--- src/rtl/xperm8_pkg.sv ---
// Shared widths and state encoding for the xperm8 byte-scatter helper unit.
package xperm8_pkg;
  localparam int XLEN   = 64;
  localparam int NBYTES = XLEN / 8;
  localparam int IDX_W  = 3;
  localparam int CNT_W  = IDX_W;

  typedef enum logic [1:0] {
    IDLE,
    BUSY,
    DONE
  } state_t;
endpackage

--- src/rtl/xperm8_scatter_lane.sv ---
// One source lane: decodes its index byte into a one-hot destination write enable.
module xperm8_scatter_lane
  import xperm8_pkg::*;
(
  input  logic [7:0]        idx,
  output logic [NBYTES-1:0] we,
  output logic              out_of_range
);
  // All eight index bits take part, so e.g. 0x08 and 0xFF are both dropped.
  assign out_of_range = (idx >= 8'(NBYTES));
  assign we           = out_of_range ? '0 : (NBYTES'(1) << idx[IDX_W-1:0]);
endmodule

--- src/rtl/xperm8_scatter_rv64.sv ---
// Iterative byte scatter: source byte i of rs2 lands in rd byte rs1[8*i+:8],
// BYTES_PER_CYCLE lanes per cycle, highest lane winning on collisions.
module xperm8_scatter_rv64
  import xperm8_pkg::*;
#(
  parameter int BYTES_PER_CYCLE = 1
) (
  input  logic            clk,
  input  logic            rst,
  input  logic            in_valid,
  output logic            in_ready,
  input  logic [XLEN-1:0] rs1,
  input  logic [XLEN-1:0] rs2,
  input  logic            kill,
  output logic            out_valid,
  input  logic            out_ready,
  output logic [XLEN-1:0] rd,
  output logic            bijective
);
  localparam logic [CNT_W-1:0] LAST_CNT = CNT_W'(NBYTES - BYTES_PER_CYCLE);
  localparam logic [CNT_W-1:0] CNT_STEP = CNT_W'(BYTES_PER_CYCLE);

  state_t                  state, state_nxt;
  logic [CNT_W-1:0]        cnt_q, cnt_nxt;
  logic [NBYTES-1:0][7:0]  idx_q, data_q;
  logic [NBYTES-1:0][7:0]  rd_q, rd_nxt;
  logic [NBYTES-1:0]       used_q, used_nxt;
  logic                    coll_q, coll_nxt;
  logic                    err_q, err_nxt;
  logic                    accept;

  logic [7:0]              lane_data [BYTES_PER_CYCLE];
  logic [NBYTES-1:0]       lane_we   [BYTES_PER_CYCLE];
  logic                    lane_oor  [BYTES_PER_CYCLE];

  assign in_ready  = (state == IDLE);
  assign out_valid = (state == DONE);
  assign accept    = in_valid && in_ready;
  assign rd        = rd_q;
  assign bijective = ~coll_q & ~err_q & (&used_q);

  for (genvar g = 0; g < BYTES_PER_CYCLE; g++) begin : g_lane
    logic [CNT_W-1:0] sel;
    assign sel          = cnt_q + CNT_W'(g);
    assign lane_data[g] = data_q[sel];

    xperm8_scatter_lane u_lane (
      .idx          (idx_q[sel]),
      .we           (lane_we[g]),
      .out_of_range (lane_oor[g])
    );
  end

  always_comb begin
    // NOTE: every signal written here gets a default first, so no path leaves it unassigned and no latch is inferred.
    state_nxt = state;
    cnt_nxt   = cnt_q;
    rd_nxt    = rd_q;
    used_nxt  = used_q;
    coll_nxt  = coll_q;
    err_nxt   = err_q;
    unique case (state)
      IDLE: begin
        if (accept) begin
          state_nxt = BUSY;
          cnt_nxt   = '0;
          rd_nxt    = '0;
          used_nxt  = '0;
          coll_nxt  = 1'b0;
          err_nxt   = 1'b0;
        end
      end
      BUSY: begin
        // Ascending lane order makes the highest lane the last writer of each byte.
        for (int g = 0; g < BYTES_PER_CYCLE; g++) begin
          for (int d = 0; d < NBYTES; d++) begin
            if (lane_we[g][d]) begin
              if (used_nxt[d]) coll_nxt = 1'b1;
              used_nxt[d] = 1'b1;
              rd_nxt[d]   = lane_data[g];
            end
          end
          if (lane_oor[g]) err_nxt = 1'b1;
        end
        if (cnt_q == LAST_CNT) state_nxt = DONE;
        else                   cnt_nxt   = cnt_q + CNT_STEP;
      end
      DONE: begin
        if (out_ready) state_nxt = IDLE;
      end
      default: state_nxt = IDLE;
    endcase
    if (kill && state != IDLE) state_nxt = IDLE;
  end

  always_ff @(posedge clk or posedge rst) begin
    if (rst) begin
      state  <= IDLE;
      cnt_q  <= '0;
      rd_q   <= '0;
      used_q <= '0;
      coll_q <= 1'b0;
      err_q  <= 1'b0;
    end else begin
      // NOTE: non-blocking assignments keep every register sampling pre-edge values, independent of statement order.
      state  <= state_nxt;
      cnt_q  <= cnt_nxt;
      rd_q   <= rd_nxt;
      used_q <= used_nxt;
      coll_q <= coll_nxt;
      err_q  <= err_nxt;
    end
  end

  // NOTE: operand captures need no reset; they are always loaded before BUSY reads them.
  always_ff @(posedge clk) begin
    if (accept) begin
      idx_q  <= rs1;
      data_q <= rs2;
    end
  end
endmodule

--- config.mk ---
export PLATFORM = sky130hd
export DESIGN_NAME = xperm8_scatter_rv64
export DESIGN_NICKNAME = d
export VERILOG_FILES = /design/src/rtl/xperm8_pkg.sv /design/src/rtl/xperm8_scatter_lane.sv /design/src/rtl/xperm8_scatter_rv64.sv
export SDC_FILE = /design/constraint.sdc
export NUM_CORES = 1
export LEC_CHECK = 0
export CAP_MARGIN = 5
export CORE_UTILIZATION = 54
export CTS_CLUSTER_DIAMETER = 80
export DETAILED_ROUTE_END_ITERATION = 16
export PLACE_DENSITY = 0.85
export RECOVER_POWER = 50
export SYNTH_ARGS = -nofsm -noshare
export SYNTH_HDL_FRONTEND = slang
export SYNTH_HIERARCHICAL = 1
export SYNTH_SLANG_ARGS = --single-unit
export TNS_END_PERCENT = 10
--- constraint.sdc ---
create_clock -name clk -period 6.71 [get_ports clk]
set_input_delay 0.671 -clock clk [delete_from_list [all_inputs] [get_ports clk]]
set_output_delay 0.671 -clock clk [all_outputs]
set_load 0.01 [all_outputs]
==> results of run 1 <==
-- cell usage in the layout, fill, tap and decap left out, types with 4 or more instances in the layout --
master	count
a211oi_2	8
a21oi_4	6
a22o_1	6
clkbuf_1	4
clkbuf_16	23
clkdlybuf4s50_1	38
clkinv_2	4
dfrtp_1	78
dlygate4sd3_1	161
edfxtp_1	128
mux2_1	5
mux2_2	28
mux4_2	16
nand2_1	14
nand3_1	49
nand3b_1	6
nor2_1	8
nor2b_1	9
nor4_1	4
o21ai_0	16
o21ai_2	8
o22ai_2	7
o41ai_1	56
o41ai_2	8
or2_1	4
-- critical path, cell delays in order, from the launching register on --
cell	delay, ps
dfrtp_2	340
buf_4	620
mux4_2	650
mux2_2	310
or4b_4	550
nor4_1	410
mux2i_1	380
or2_1	430
o41ai_1	330
-- stage by stage --
stage,worst slack [ps],hold WS (ps),std cells
floorplan,3370,469,523
detailed placement,2560,494,908
finish,2530,505,948
global placement,2770,485,908
CTS,2540,512,947
global route,2270,533,948
-- worst max-delay path by stage --
stage / from / to / slack, ps / depth (start not counted)
floorplan: cnt_q[0]$_DFFE_PP0P_ / rd[8]$_DFFE_PP0P_ / 3370 / 10
global placement: cnt_q[0]$_DFFE_PP0P_ / rd[8]$_DFFE_PP0P_ / 2770 / 8
detailed placement: cnt_q[0]$_DFFE_PP0P_ / rd[14]$_DFFE_PP0P_ / 2560 / 8
CTS: cnt_q[0]$_DFFE_PP0P_ / rd[13]$_DFFE_PP0P_ / 2540 / 8
global route: cnt_q[0]$_DFFE_PP0P_ / rd[2]$_DFFE_PP0P_ / 2270 / 8
finish: cnt_q[0]$_DFFE_PP0P_ / rd[13]$_DFFE_PP0P_ / 2530 / 8
-- flip-flops by register name, summed over array words and instances (netlist names) --
signal,flops
state,2
cnt_q,3
rd,64
idx_q,64
used_q,8
coll_q,1
data_q,64
err_q,1
-- power by group through the flow --
stage               Sequential, mW  Combinational (mW)  Clock [mW]
CTS                           1.79                1.48        1.19
global route                  1.82                1.54        1.24
global placement              1.81                1.42           0
floorplan                     1.82               0.832           0
finish                        1.79                1.45        1.18
detailed placement            1.81                1.47           0
-- area by class of cell --
class                   count  area [sq um]  area share (%)
flip-flops and latches    207          5820            51.2
multi-input cells         284          2530            22.3
repair buffers            202          2010            17.7
clock buffers              31           639            5.62
well taps                 211           264            2.32
clock inverters             8          68.8           0.605
inverters                   4          27.5           0.242
diodes                      1          2.50          0.0220
-- routing by layer --
metal | track usage [%] | up-vias | share of wire, %
met5 | 0 | - | 0
li1 | - | 2538 | -
met3 | 4.72 | 57 | 8.0
met4 | 10.9 | 0 | 3.0
met1 | 34.9 | 2933 | 39
met2 | 44.2 | 397 | 50
-- kinds of logic after synthesis --
family,after synthesis,share of synthesized area [%]
AO/OA/AOI/OAI,122,13.5
adder cells (fa/ha/maj),2,0.293
buffers and inverters,32,2.33
flip-flops,207,68.1
multiplexers,52,8.91
AND/OR/NAND/NOR,108,6.85
==> impl_metrics.py, run 1 <==
metrics = {
    "placed_design": {
        "io_buffers": 199,
        "dpl.hpwl_mm": 14.3,
        "gp_congestion": 0.868,
        "placed_cell_area_sq_mm": 0.0107,
    },
    "power": {
        "power_switching_share_pct": 32.2,
        "p_per_area_mw_per_mm2": 389,
        "power_switching_mw": 1.42,
        "p_leak_nw": 4.22,
        "pwr-share-clk_pct": 26.7,
        "p_int_mw": 2.99,
        "max-vdd-ir-drop_mv": 0.175,
        "power.total_mw": 4.42,
        "combPwrFrac_pct": 32.7,
        "seqPwrFrac_pct": 40.6,
    },
    "route": {
        "wirelength_mm": 21.0,
        "drt_iter0_markers": 607,
        "drc": 0,
        "via_per_inst": 6.25,
        "drtPass1Iterations": 7,
        "dr_total_vias": 5925,
        "wl_per_cell_um": 22.2,
        "ant_nets": 0,
    },
    "yosys": {
        "synth_cell_type_count": 47,
        "syn-num-nets": 658,
        "async_flop_share_pct": 38.2,
        "syn_inst": 523,
        "synth.most_common_cell": "edfxtp_1",
        "synth_common_cells": "edfxtp_1, dfrtp_1, o41ai_1",
        "yosys.area.top_type_share_pct": 45.0,
        "ys_top_cells_by_area": "edfxtp_1, dfrtp_1, o41ai_1",
        "yosysSeqAreaShare_pct": 68.1,
        "synth-seq-cells": 207,
        "yosys_warnings": 6,
        "syn_area_sq_mm": 0.00855,
        "ys.flop_type": "edfxtp_1",
        "netlist.top_cell.by_area": "edfxtp_1",
        "synth_edf_count": 128,
        "syn_area_per_cell_sq_um": 16.3,
    },
    "grt": {
        "grt_max_degree": 136,
        "grt-ovfl-total": 0,
        "grt_pass1_vias": 6007,
        "globalRouteTotalUtil_pct": 26.6,
        "antenna_found_initial": 1,
        "grt_pass1_wl_mm": 32.8,
    },
    "sta": {
        "fin_crit_sh_pct": 62.2,
        "maxClockFrequency_ghz": 0.239,
        "tns_ps": 0,
        "slew_headroom_pct": 20.1,
        "finClkSkew_ps": 17.9,
        "final_hold_viol_count": 0,
        "max_slew.worst_pin.slew_ps": 1200,
        "final-setup-viol-count": 0,
        "min_period_ps": 4180,
        "grt_setup_unrepaired": "no",
        "slew_violations": 0,
    },
    "die": {
        "rows": 45,
        "dieWidth_um": 128,
        "fp.dieH_um": 128,
        "core_region_area_sq_mm": 0.0153,
        "die_area_sq_mm": 0.0163,
        "start_util_pct": 55.8,
        "boundaryPins": 200,
    },
    "clocking": {
        "cts_buffers": 22,
        "clk_pin_slew_worst_paths_ps": 60,
        "clk_latency_ps": 500,
        "cts.path.max_buffers": 3,
        "cts_tree": "built",
        "cts_sinks": 207,
        "hold_buffers": 0,
        "post_cts_buffers": 0,
        "cts_root_buf": "clkbuf_16",
        "cts_resized": 0,
        "cts_max_level": 1,
    },
    "outcome": {
        "status": "finished clean",
    },
    "critical_path": {
        "required_ps": 7080,
        "critPathKind": "reg -> reg",
        "critPathCaptureType": "flop",
        "path_max_fanout": 58,
        "critical_path_arrival_ps": 4540,
        "ff2ff_path_depth": 8,
        "regToRegStartpoint": "cnt_q[0]$_DFFE_PP0P_",
        "reg2reg_slack_ps": 2530,
        "r2r-end": "rd[13]$_DFFE_PP0P_",
        "crit_path_start_kind": "flop",
    },
    "cells_and_area": {
        "fillers": 936,
        "drive_above_1_share_pct": 16.7,
        "syn2layout_area_growth_pct": 33.0,
        "nets": 856,
        "utilization_pct": 74.2,
        "final_cell_area_sq_mm": 0.0114,
    },
    "worst_hold_path": {
        "worstHoldPathCells": 2,
        "hp-start": "rd[54]$_DFFE_PP0P_",
        "hp-class": "reg -> reg",
        "min_to": "rd[54]$_DFFE_PP0P_",
    },
    "job": {
        "maxCapViolations": 0,
    },
}
Power figures use the tool's default switching activity.
==> run 2: changes to the inputs <==
CORE_UTILIZATION = 45   (was 54)
PLACE_DENSITY = 0.76   (was 0.85)
clock period = 3.5 ns   (was 6.71 ns; I/O delays follow)
==> impl_metrics.py, run 2 (synthesized netlist as in run 1, its figures left out) <==
metrics = {
    "power": {
        "max-vdd-ir-drop_mv": 0.437,
        "combPwrFrac_pct": 33.5,
        "p_per_area_mw_per_mm2": 740,
        "seqPwrFrac_pct": 40.1,
        "p_leak_nw": 4.28,
        "power.total_mw": 8.53,
        "power_switching_share_pct": 32.5,
        "power_switching_mw": 2.77,
        "pwr-share-clk_pct": 26.4,
        "p_int_mw": 5.76,
    },
    "sta": {
        "final-setup-viol-count": 0,
        "tns_ps": 0,
        "max_slew.worst_pin.slew_ps": 2120,
        "finClkSkew_ps": 21.4,
        "final_hold_viol_count": 0,
        "slew_violations": 79,
        "grt_setup_unrepaired": "no",
        "slew_headroom_pct": -41.0,
        "maxClockFrequency_ghz": 0.302,
        "min_period_ps": 3310,
        "hold_slack_ps": 173,
        "worst_slack_ps": 191,
        "fin_crit_sh_pct": 94.5,
    },
    "placed_design": {
        "io_buffers": 199,
        "placed_cell_area_sq_mm": 0.0108,
        "dp.cells": 948,
        "pre_cts_slack_ps": 151,
        "dpl.hpwl_mm": 15.4,
        "gp_congestion": 0.838,
    },
    "grt": {
        "antenna_found_initial": 0,
        "grt_max_degree": 81,
        "globalRouteTotalUtil_pct": 22.3,
        "grt_pass1_vias": 5955,
        "grt_pass1_wl_mm": 33.6,
        "grt-ovfl-total": 0,
    },
    "die": {
        "die_area_sq_mm": 0.0196,
        "boundaryPins": 200,
        "rows": 50,
        "start_util_pct": 45.9,
        "dieWidth_um": 140,
        "core_region_area_sq_mm": 0.0186,
        "fp.dieH_um": 140,
    },
    "critical_path": {
        "critPathSlowestCell": "or4b_4",
        "r2r-end": "rd[42]$_DFFE_PP0P_",
        "crit_path_start_kind": "flop",
        "cpPeakStageDelay_ps": 530,
        "critPathCaptureType": "flop",
        "critPathKind": "reg -> reg",
        "ff2ff_path_depth": 9,
        "required_ps": 3850,
        "reg2reg_slack_ps": 190,
        "cp_top_family": "simple AND/OR/NAND/NOR gates",
        "path_cells": "buf_4, mux4_2, mux2_2, or4b_4, nor4_2, buf_4, nand3b_1, nand3_1, o41ai_1",
        "cp.depth": 9,
        "regToRegStartpoint": "cnt_q[0]$_DFFE_PP0P_",
        "crit_buf_inv": 2,
        "path_max_fanout": 9,
        "timing.critical_path.mode_cell": "buf_4",
        "critical_path_arrival_ps": 3660,
    },
    "clocking": {
        "cts.path.max_buffers": 3,
        "hold_buffers": 0,
        "cts_root_buf": "clkbuf_16",
        "cts_buffers": 21,
        "clk_pin_slew_worst_paths_ps": 60,
        "cts_sinks": 207,
        "clk_latency_ps": 500,
        "post_cts_buffers": 0,
        "cts_tree": "built",
        "cts_max_level": 1,
    },
    "route": {
        "drt_iter0_markers": 551,
        "wl_per_cell_um": 21.9,
        "ant_nets": 0,
        "wirelength_mm": 21.6,
        "drc": 0,
        "dr_total_vias": 5885,
        "drtPass1Iterations": 6,
        "via_per_inst": 5.97,
    },
    "worst_hold_path": {
        "hp-class": "in -> async",
    },
    "cells_and_area": {
        "utilization_pct": 61.8,
        "fillers": 1355,
        "antenna_cells": 0,
        "drive_above_1_share_pct": 18.8,
        "layout_commonest_cell": "dlygate4sd3_1",
        "nets": 872,
        "final_cell_mix": "dlygate4sd3_1, edfxtp_1, dfrtp_1, o41ai_1, nand3_1",
        "syn2layout_area_growth_pct": 34.8,
        "final_cells": 986,
        "final_cell_area_sq_mm": 0.0115,
    },
    "job": {
        "maxCapViolations": 2,
    },
    "outcome": {
        "status": "finished, violations left",
        "failed_checks": "max-capacitance violations, max-slew violations",
    },
}
[run 2: changes by cell type in the layout (fill, tap and decap cells not counted), moves of 3 or more]
cell / before / now
clkbuf_8: 3 / 0
buf_4: 3 / 18
nor4_2: 0 / 4
nor4_1: 4 / 0
[run 2: repair_timing]
action,4_1_cts,5_1_grt
setup endpoints to repair,0,21
hold endpoints to repair,0,0
resized for setup,0,5
[run 2: cell type report]
| cell class | count | area, sq um | area share (%) |
|---|---|---|---|
| Tap cell | 234 | 293 | 2.54 |
| Sequential cell | 207 | 5820 | 50.5 |
| Inverter | 4 | 27.5 | 0.239 |
| Clock inverter | 13 | 146 | 1.27 |
| Clock buffer | 25 | 541 | 4.69 |
| Multi-Input combinational cell | 284 | 2560 | 22.2 |
| Timing Repair Buffer | 219 | 2130 | 18.5 |
[run 2: power by group through the flow]
stage	clock network [mW]	registers (mW)	logic, mW
2_1_floorplan	0	3.48	1.59
3_3_place_gp	0	3.45	2.84
3_5_place_dp	0	3.47	2.89
4_1_cts	2.28	3.43	2.92
5_1_grt	2.38	3.47	3.05
6_report	2.25	3.42	2.86
[run 2: worst max path at each step]
| stage | startpoint | endpoint | slack (ps) |
|---|---|---|---|
| floorplan | cnt_q[0]$_DFFE_PP0P_ | rd[8]$_DFFE_PP0P_ | 160 |
| detailed placement | cnt_q[0]$_DFFE_PP0P_ | rd[8]$_DFFE_PP0P_ | 150 |
| global placement | cnt_q[0]$_DFFE_PP0P_ | rd[37]$_DFFE_PP0P_ | 320 |
| finish | cnt_q[0]$_DFFE_PP0P_ | rd[42]$_DFFE_PP0P_ | 190 |
| global route | cnt_q[0]$_DFFE_PP0P_ | rd[62]$_DFFE_PP0P_ | 40 |
| CTS | cnt_q[0]$_DFFE_PP0P_ | rd[9]$_DFFE_PP0P_ | 30 |
[run 2: metal layers]
layer,track usage [%],part of all wire [%],up-vias
met2,35.7,49,325
met5,0,0,-
met1,29.9,40,2939
li1,-,-,2582
met4,8.62,3.2,0
met3,4.85,8.3,39
==> run 3: changes to the inputs <==
CTS_CLUSTER_DIAMETER = 100   (was 80)
==> results of run 3 <==
No change in the layout: final DEF, timing and power equal those of run 2.
